File: config.mk
export PLATFORM = sky130hd
export DESIGN_NAME = uart_rx
export DESIGN_NICKNAME = d
export VERILOG_FILES = /design/src/rtl/uart_rx.sv
export SDC_FILE = /design/constraint.sdc
export NUM_CORES = 1
export LEC_CHECK = 0
export CAP_MARGIN = 20
export CORE_MARGIN = 4
export CORE_UTILIZATION = 48
export DETAILED_ROUTE_END_ITERATION = 8
export GPL_ROUTABILITY_DRIVEN = 0
export GPL_TIMING_DRIVEN = 0
export PLACE_DENSITY = 0.68
export RECOVER_POWER = 100
export SETUP_SLACK_MARGIN = 0.4
export SLEW_MARGIN = 10
export SYNTH_ARGS = -nofsm -noshare
export SYNTH_HDL_FRONTEND = slang
export SYNTH_SLANG_ARGS = --single-unit
File: constraint.sdc
create_clock -name clk -period 2.04 [get_ports clk]
set_input_delay 0.306 -clock clk [delete_from_list [all_inputs] [get_ports clk]]
set_output_delay 0.306 -clock clk [all_outputs]
set_load 0.03 [all_outputs]
File: src/rtl/uart_rx.sv
// uart_rx: 8N1 UART receiver with a two-flop input synchronizer and a one-entry holding register.
// Define UART_RX_MAJORITY_EN to take every sample as a 2-of-3 vote around the bit centre.
`timescale 1ns / 1ps

module uart_rx #(
  parameter int unsigned CLOCK_HZ     = 50_000_000,
  parameter int unsigned BAUD_RATE    = 115200,
  parameter int unsigned CLKS_PER_BIT = CLOCK_HZ / BAUD_RATE,
  parameter int unsigned HALF_BIT     = CLKS_PER_BIT / 2
) (
  input  logic       clk,
  input  logic       rst_n,
  input  logic       rx,
  input  logic       rd,
  output logic [7:0] data,
  output logic       end_flag,
  output logic       frame_err,
  output logic       overrun
);

  localparam int unsigned CntW = $clog2(CLKS_PER_BIT + 1);

`ifdef UART_RX_MAJORITY_EN
  localparam int unsigned Lag = 1;
`else
  localparam int unsigned Lag = 0;
`endif

  // Decisions land Lag clocks after the nominal target; reloading the counter with Lag
  // keeps the bit period at exactly CLKS_PER_BIT.
  localparam logic [CntW-1:0] StartTgt  = CntW'(HALF_BIT - 1 + Lag);
  localparam logic [CntW-1:0] BitTgt    = CntW'(CLKS_PER_BIT - 1 + Lag);
  localparam logic [CntW-1:0] CntReload = CntW'(Lag);

  typedef enum logic [2:0] {StIdle, StStart, StData, StStop, StBreak} state_e;

  state_e          state;
  logic            rx_meta;
  logic            rx_s;
  logic [CntW-1:0] clk_cnt;
  logic [2:0]      bit_idx;
  logic [7:0]      shift;
  logic            sample;

  always_ff @(posedge clk or negedge rst_n) begin
    if (!rst_n) begin
      rx_meta <= 1'b1;
      rx_s    <= 1'b1;
    end else begin
      rx_meta <= rx;
      rx_s    <= rx_meta;
    end
  end

`ifdef UART_RX_MAJORITY_EN
  logic [1:0] hist;

  always_ff @(posedge clk or negedge rst_n) begin
    if (!rst_n) begin
      hist <= 2'b11;
    end else begin
      hist <= {hist[0], rx_s};
    end
  end

  // hist holds rx_s at target-1 and target; rx_s itself is target+1.
  assign sample = (hist[1] & hist[0]) | (hist[1] & rx_s) | (hist[0] & rx_s);
`else
  assign sample = rx_s;
`endif

  always_ff @(posedge clk or negedge rst_n) begin
    if (!rst_n) begin
      state     <= StIdle;
      clk_cnt   <= '0;
      bit_idx   <= '0;
      shift     <= '0;
      data      <= 8'h00;
      end_flag  <= 1'b0;
      frame_err <= 1'b0;
      overrun   <= 1'b0;
    end else begin
      frame_err <= 1'b0;

      if (rd && end_flag) begin
        end_flag <= 1'b0;
        overrun  <= 1'b0;
      end

      unique case (state)
        StIdle: begin
          if (!rx_s) begin
            state   <= StStart;
            clk_cnt <= '0;
          end
        end

        StStart: begin
          if (clk_cnt == StartTgt) begin
            if (!sample) begin
              state   <= StData;
              clk_cnt <= CntReload;
              bit_idx <= '0;
            end else begin
              state   <= StIdle;
              clk_cnt <= '0;
            end
          end else begin
            clk_cnt <= clk_cnt + 1'b1;
          end
        end

        StData: begin
          if (clk_cnt == BitTgt) begin
            shift[bit_idx] <= sample;
            clk_cnt        <= CntReload;
            bit_idx        <= bit_idx + 1'b1;
            if (bit_idx == 3'd7) begin
              state <= StStop;
            end
          end else begin
            clk_cnt <= clk_cnt + 1'b1;
          end
        end

        StStop: begin
          if (clk_cnt == BitTgt) begin
            clk_cnt <= '0;
            if (sample) begin
              // Load overrides the rd clear above; a coinciding rd still drops overrun.
              data     <= shift;
              end_flag <= 1'b1;
              overrun  <= rd ? 1'b0 : (overrun | end_flag);
              state    <= StIdle;
            end else begin
              frame_err <= 1'b1;
              state     <= StBreak;
            end
          end else begin
            clk_cnt <= clk_cnt + 1'b1;
          end
        end

        StBreak: begin
          if (rx_s) begin
            state <= StIdle;
          end
        end

        default: begin
          state <= StIdle;
        end
      endcase
    end
  end

endmodule

==> summary.txt <==
Finish
  – Area Growth Syn to Fin: 23.4%
  – Layout cell share with drive strength beyond 1: 25.6%
  – Nets@finish: 203
  – Diode count: 0
  – Fin cells: 243

Clocking
  – Clk buf depth: 2
  – CTS buffer count: 5
  – Worst-Skew Late Latency: 0.29 ns
  – TritonCTS Sinks: 36
  – H-tree depth: 2
  – CTS tree: built
  – Clk pin slew, worst setup/hold paths: 0.07 ns
  – Root Buffer: clkbuf_8

STA
  – Final-report hold violation count: 0
  – Max Slew Vio Count: 0
  – Worst slew pin tran: 0.796 ns
  – Hold_ws: 0.101 ns
  – Setup violators final: 0
  – Fmax: 0.545 GHz
  – Slew Limit Headroom: 46.9%
  – Setup ws final: 0.206 ns
  – Final setup skew: 0.00689 ns
  – RSZ-0062 raised after global routing: yes
  – Final period utilization: 89.9%
  – Final min period: 1.83 ns

Synthesis
  – Asr flop ratio synth: 100%
  – Syn nets: 174
  – Library cells used by synthesis: 49
  – Yosys reg bits: 36
  – Dominant synthesized flop cell: dfrtp_1
  – Syn Inst Count: 165
  – Yosys warning count: 0
  – Seq/Total Area, Yosys: 49.3%
  – Top cells by area, synth: dfrtp_1 46%, mux2_2 9.2%, nand2_1 3.5%, ha_1 3.4%, dfstp_2 2.9%
  – Synth area leader: dfrtp_1
  – Yosys top cell area share: 46.4%
  – Post-synth EDFFs: 0
  – Syn Std Cell Area: 0.00183 sq mm
  – Mean area per synthesized cell: 11.1 sq um

Power
  – Power, Total: 1360 uW
  – Pwr per Cell Area: 601 mW/mm^2
  – Maximum vdd ir drop: 0.408 mV
  – Leak: 0.00108 uW

Die
  – Die area: 0.00487 sq mm
  – Core ar.: 0.00369 sq mm
  – IO Pins: 15
  – Die H: 69.8 um
  – Row cnt: 22
  – Initial core utilization: 49.7%
  – Die width: 69.8 um

GRT
  – Initial antenna violation count: 0
  – GRT Residual Overflow: 0
  – Largest net degree at the start of global routing: 37
  – Vias in the first global route: 1,401
  – First-pass GRT wire length: 6990 um
  – Total GRT Usage: 18.1%

Min path
  – Hold Path Class: input pin to asynchronous set/reset pin

Placement
  – Final HPWL DP: 2520 um
  – Post-placement setup slack: 0.161 ns
  – Inst Count DP: 227
  – Port buffer count: 14

Detailed routing
  – Mean routed wirelength per cell: 16.3 um
  – Via count: 1,370
  – Residual DRC count: 0
  – Vias per cell: 5.64
  – Initial DRC Count: 69
  – WL final: 3960 um
  – Drt pass-1 iters: 4
  – DRT antenna net count: 0

Worst setup path
  – Worst setup SP type: register
  – WP data required: 2.22 ns
  – Crit end category: register
  – Crit-path max FO: 6
  – Worst EP arrival: 2.01 ns
  – Critical path class: register to register

Flow run
  – Max Cap Viol: 0

Status
  – Status: finished clean
-- repair_timing --
action                                  4_1_cts  5_1_grt
hold buffers                                  0        0
cloned                                        2        0
pin swaps                                    12        7
gates resized for setup                      29       14
buffers inserted                              5        1
endpoints found under the setup margin       37       36
-- metrics by stage --
| stage | instance area [sq um] | utilization (%) | TNS (ns) |
|---|---|---|---|
| after floorplan | 1860 | - | 0 |
| after global placement | 2060 | 55.7 | -3.77 |
| after detailed placement | 2050 | 55.6 | 0 |
| after CTS | 2320 | 62.9 | 0 |
| after global routing | 2260 | 61.3 | 0 |
| final | 2260 | 61.3 | 0 |
-- path summary, 6_finish.rpt --
path / startpoint / end / slack, ns / depth (start not counted)
max: clk_cnt[1] / shift[4] / 0.21 / 6
min: rst_n / data[3] / 0.10 / 1
max reg2reg: clk_cnt[1] / shift[4] / 0.21 / 6
min reg2reg: rx_meta / rx_s / 0.36 / 0
max in group asynchronous: rst_n / clk_cnt[2] / 1.38 / 1
min in group clk: rx_meta / rx_s / 0.36 / 0
-- worst max-delay path, cell delays in order, from the launching register on --
cell	delay, ns
dfrtp_1	0.38
inv_1	0.08
ha_1	0.15
and4bb_4	0.31
nand4b_4	0.15
nor4b_2	0.32
mux2_4	0.34
-- power breakdown --
| group | internal, uW | total (uW) | switching [uW] |
|---|---|---|---|
| clock | 363 | 616 | 254 |
| sequential | 717 | 719 | 1.90 |
| combinational | 5.35 | 23.7 | 18.3 |
| total | 1080 | 1360 | 274 |
-- layout by cell type (no fill, tap or decap), types with 2 or more instances in the layout --
cell,n
dfrtp_1,33
nand2_1,17
clkbuf_1,9
nor2_1,9
o21ai_0,9
mux2_1,9
inv_1,6
buf_2,5
buf_4,5
o211ai_1,5
clkbuf_8,5
dlygate4sd2_1,5
nor3_1,4
mux2_4,4
mux2_2,4
ha_1,4
nor2b_1,3
nand4b_1,3
clkbuf_2,2
nor4bb_1,2
and4b_1,2
nand2b_1,2
a21oi_2,2
a22o_1,2
nand3_1,2
nor4b_2,2
dlygate4sd3_1,2
dfstp_2,2
-- logic make-up (layout without fill, tap and decap cells) --
logic type / Yosys count / count (layout) / share of synthesized area (%)
simple gates: 61 / 61 / 21.2
flops: 36 / 36 / 49.3
compound gates: 30 / 30 / 11.4
mux: 17 / 17 / 10.4
buf+inv: 15 / 45 / 3.75
fa+ha+maj: 5 / 5 / 3.41
xor+xnor: 1 / 1 / 0.478
-- area by class of cell --
| class | count | area (sq um) |
|---|---|---|
| multi-input combinational | 114 | 937 |
| tap | 48 | 60.1 |
| timing repair buffer | 22 | 174 |
| clock buffer | 6 | 72.6 |
| sequential | 36 | 905 |
| clock inverter | 2 | 35.0 |
| buffer | 9 | 56.3 |
| inverter | 6 | 22.5 |
| fill | 323 | 1430 |
-- synth_stat cells (3+ instances only) --
master	number
nand2_1	17
inv_1	6
dfrtp_1	34
nor2b_1	3
mux2_2	15
nor2_1	9
nand4b_1	3
ha_1	5
o211ai_1	5
buf_2	5
o21ai_0	9
nand3_1	3
nor3_1	5
-- sequential cells by signal, indices dropped and copies added (netlist names) --
signal     count
rx_s           1
bit_idx        3
clk_cnt        9
overrun        1
data           8
frame_err      1
rx_meta        1
end_flag       1
shift          8
state          3
-- per-layer routing --
metal  share of wire, %  vias to the layer above  routed length, um  track usage [%]
met5                  0                        -                  0                0
met4                1.8                        0                 71             7.23
met3                4.3                        7                169             5.51
met2                 47                       38               1860             26.8
met1                 47                      668               1860             24.7
li1                   -                      657                  -                -
Note: power is estimated with default switching activity, not from simulation.
